===== config.mk =====
export PLATFORM = sky130hd
export DESIGN_NAME = counter_updown_mod
export DESIGN_NICKNAME = d
export VERILOG_FILES = /design/src/rtl/counter_updown_mod.sv
export SDC_FILE = /design/constraint.sdc
export NUM_CORES = 1
export LEC_CHECK = 0
export ABC_AREA = 0
export BUFFER_PORTS_ARGS = -buffer_cell sky130_fd_sc_hd__clkbuf_2
export CAP_MARGIN = 20
export CORE_MARGIN = 8
export CORE_UTILIZATION = 35
export DETAILED_ROUTE_END_ITERATION = 10
export GPL_ROUTABILITY_DRIVEN = 0
export PLACE_DENSITY = 0.57
export SKIP_CTS_REPAIR_TIMING = 1
export SKIP_LAST_GASP = 1
export SLEW_MARGIN = 5
export SYNTH_ARGS = -nofsm -noshare
export SYNTH_HDL_FRONTEND = slang
export SYNTH_SLANG_ARGS = --single-unit

===== constraint.sdc =====
create_clock -name clk -period 2.08 [get_ports clk]
set_clock_uncertainty 0.05 [all_clocks]
set_input_delay 0.104 -clock clk [delete_from_list [all_inputs] [get_ports clk]]
set_output_delay 0.104 -clock clk [all_outputs]
set_load 0.01 [all_outputs]

===== src/rtl/counter_updown_mod.sv =====
// Up/down counter with a runtime terminal value, wrap or saturate behaviour,
// a range-checked synchronous load, and registered one-cycle event pulses.
module counter_updown_mod #(
    parameter int WIDTH = 8
) (
    input  logic             clk,
    input  logic             reset,
    input  logic [WIDTH-1:0] in,
    input  logic [WIDTH-1:0] limit,
    input  logic             load,
    input  logic             up_down,
    input  logic             count_en,
    input  logic             sat_mode,
    output logic [WIDTH-1:0] count,
    output logic             carry,
    output logic             wrap,
    output logic             sat,
    output logic             load_err
);

    logic [WIDTH-1:0] count_q, count_d;
    logic             wrap_q, wrap_d;
    logic             sat_q, sat_d;
    logic             load_err_q, load_err_d;

    // Next-state selection: load beats count enable, which beats hold.
    always_comb begin
        count_d    = count_q;
        wrap_d     = 1'b0;
        sat_d      = 1'b0;
        load_err_d = 1'b0;
        if (load) begin
            if (in > limit) begin
                count_d    = limit;
                load_err_d = 1'b1;
            end else begin
                count_d = in;
            end
        end else if (count_en) begin
            if (up_down) begin
                // ">=" rather than "==" so a count stranded above a lowered
                // limit is pulled back into range on the next up-step.
                if (count_q >= limit) begin
                    if (sat_mode) begin
                        count_d = limit;
                        sat_d   = 1'b1;
                    end else begin
                        count_d = '0;
                        wrap_d  = 1'b1;
                    end
                end else begin
                    count_d = count_q + WIDTH'(1);
                end
            end else begin
                // Down-steps are never clamped to limit, even when above it.
                if (count_q == '0) begin
                    if (sat_mode) begin
                        sat_d = 1'b1;
                    end else begin
                        count_d = limit;
                        wrap_d  = 1'b1;
                    end
                end else begin
                    count_d = count_q - WIDTH'(1);
                end
            end
        end
    end

    // State and event-pulse registers, cleared asynchronously.
    always_ff @(posedge clk or posedge reset) begin
        if (reset) begin
            count_q    <= '0;
            wrap_q     <= 1'b0;
            sat_q      <= 1'b0;
            load_err_q <= 1'b0;
        end else begin
            count_q    <= count_d;
            wrap_q     <= wrap_d;
            sat_q      <= sat_d;
            load_err_q <= load_err_d;
        end
    end

    // Terminal indicator tracks the live direction input.
    always_comb begin
        carry = up_down ? (count_q >= limit) : (count_q == '0);
    end

    assign count    = count_q;
    assign wrap     = wrap_q;
    assign sat      = sat_q;
    assign load_err = load_err_q;

endmodule


==> results.md <==
- Status: finished with violations
- Failing checks: setup timing
- Cell Area, Placed: 1920 µm²
- Final non-filler cell area: 2240 µm²
- Starting density of the core: 36.8%
- Max-slew violation count: 0
- Setup crit end: count[0]
- Non-Filler Instances: 299
- RSZ-0062 raised after global routing: true
- First-pass GRT wire length: 8.26 mm
- Pwr dens: 629 nW/µm²
- Async set or reset register ratio after synthesis: 100%
- TritonRoute pass-1 iters: 4
- Htree depth: 1
- Worst setup SP type: register
- Gr ovfl total: 0
- TritonCTS Buffers: 3
- Setup crit end kind: register
- # clock sinks: 11
- Post-Route Utilization: 55.2%
- Setup crit start: count[2]
- Vias in the first global route: 1,655
- CP max stage delay: 0.44 ns
- Post-Syn Instances: 185
- Commonest cells after routing, fill and taps aside: clkbuf_2 (32), buf_4 (32), ha_1 (15)
- Worst slew pin tran: 0.514 ns
- Core area: 4060 µm²
- Iteration-0 DRC Markers: 85
- Die ar.: 6610 µm²
- Initial antenna violation count: 0
- Wire per inst: 18.4 µm
- DIE HEIGHT: 81.3 µm
- Yosys reg bits: 11
- Critical path fanouts, max: 6
- Die X: 81.3 µm
- LEAKAGE: 0.00103 µW
- FMAX: 448 MHz
- Hold_ws: 0.146 ns
- Worst R2R Setup Slack: -0.15 ns
- Synth Warn #: 0
- Layout cell share with drive strength beyond 1: 44.6%
- Post-DRT Antenna Nets: 0
- Total placed cells including tap cells: 290
- Post-synth EDFFs: 0
- Worst Hold Class: in2reg
- Setup WS post-layout: -0.154 ns
- Fin. Hold Viols: 0
- Clk_lat worst skew: 0.25 ns
- Post-synthesis sequential area ratio: 18.5%
- Detail Placement HPWL: 4.23 mm
- FF-to-FF Start: count[2]
- # DRC: 0
- Syn Area/Cell: 8.06 µm²
- ANT cells: 0
- Period minus WS final: 2.23 ns
- Maximum VDD drop: 0.000374 V
- Row count: 23
- Relative slew margins: 65.7%
- Deepest clock path buffer count: 2
- Area grow syn2layout: 50.3%
- Critical path's slowest cell: dfrtp_2
- Max Cap Violations: 0
- DR vias: 1,663
- RR Endpoint: count[0]
- Crit-path cells: ha_4 > a21o_1 > a31oi_4 > o221ai_4 > a31o_4 > or3_1 > a32oi_1
- I/O pin cnt: 34
- Final worst-path cycle share: 107%
- Reg area: 279 µm²
- CTS tree: done
- CP arrival: 2.34 ns
- Detailed Route WL: 5.51 mm
- Total GRT Usage: 16.2%
- Fillers: 374
- Setup Viol. Count Final: 9
- FF-to-FF path depth: 7
- CP required: 2.19 ns
- CP Class: reg2reg
- Syn Nets: 226
- Worst-path clk slew: 0.06 ns
- Min-delay src: in[2]
- Synth Cell Area: 1490 µm²
- Post-synthesis cell type count: 44
- Post-DR vias/cell: 5.56
- Largest net degree at the start of global routing: 14
- Final nets: 291
- CTS root buffer: clkbuf_8
- Multi-input gate area: 1340 µm²
- Main synth FF type: dfrtp_1
- Input/output buffers: 33
[cells by family (layout without fill, tap and decap cells)]
logic type                 count (synthesis)  after routing  share of synthesized area (%)
AOI/OAI and AO/OA                         59             59                           27.8
and+or+nand+nor                           53             53                           18.4
buffers and inverters                     24             88                           7.30
adders and majority gates                 19             19                           15.9
DFF                                       11             11                           18.5
muxes                                     10             10                           6.88
xor gates and xnor gates                   9              9                           5.29
[report_power, final]
| group | internal [µW] | switching [µW] | total, µW |
|---|---|---|---|
| registers | 246 | 36.1 | 283 |
| logic | 417 | 477 | 894 |
| clock network | 136 | 96.9 | 233 |
[layout make-up]
| cell class | count | area share, % |
|---|---|---|
| Timing Repair Buffer | 69 | 20.3 |
| Inverter | 15 | 2.62 |
| Tap cell | 50 | 2.79 |
| Clock buffer | 4 | 2.01 |
| Sequential cell | 11 | 12.5 |
| Multi-Input combinational cell | 150 | 59.9 |
[worst min path at each step]
| stage | to | slack (ns) | cells past startpoint |
|---|---|---|---|
| after detailed placement | sat | 0.09 | 2 |
| after floorplan | count[2] | -0.09 | 1 |
| after CTS | sat | -0.18 | 2 |
| after global placement | load_err | 0.08 | 2 |
| after global routing | count[0] | 0.16 | 3 |
| final | count[2] | 0.15 | 3 |
[layer usage]
layer  wire [µm]  global-route usage (%)  vias to the layer above
li1            -                       -                      816
met1        2420                    21.5                      780
met2        2660                    25.7                       53
met3         307                    3.97                       14
met4         124                    3.93                        0
met5           0                       0                        -
[per-stage QoR]
stage / power (µW) / setup TNS, ns / setup WS [ns]
final: 1410 / -0.711 / -0.154
after global routing: 1510 / -1.50 / -0.219
after CTS: 1240 / -1.92 / -0.282
after detailed placement: 999 / -1.43 / -0.265
after global placement: 1000 / -1.40 / -0.221
after floorplan: 705 / -0.170 / -0.0569
[critical path, delay by kind of cell, from the launching register on]
kind,cells,cell delay [ns]
flops,1,0.44
compound gates,5,1.09
fa+ha+maj,1,0.24
simple gates,1,0.32
[registers in the layout, summed over array words and instances (netlist names)]
signal    cells
count         8
load_err      1
sat           1
wrap          1
[cells in the mapped netlist, drive strengths merged (3+ instances only)]
master	number	share of area, %
a311oi	4	2.3
nor3	6	2.8
inv	15	3.8
buf	5	2.5
nand3	5	1.7
o21ai	5	1.7
o211ai	5	2.5
ha	19	16
mux2i	8	5.4
a211oi	9	4.5
a21oi	17	6.0
a221oi	3	1.8
dfrtp	11	18
clkbuf	4	1.0
nor2	16	4.2
a21o	4	2.0
xnor2	6	3.5
xor2	3	1.8
nand2	13	3.4
Note: power is estimated with default switching activity, not from simulation.
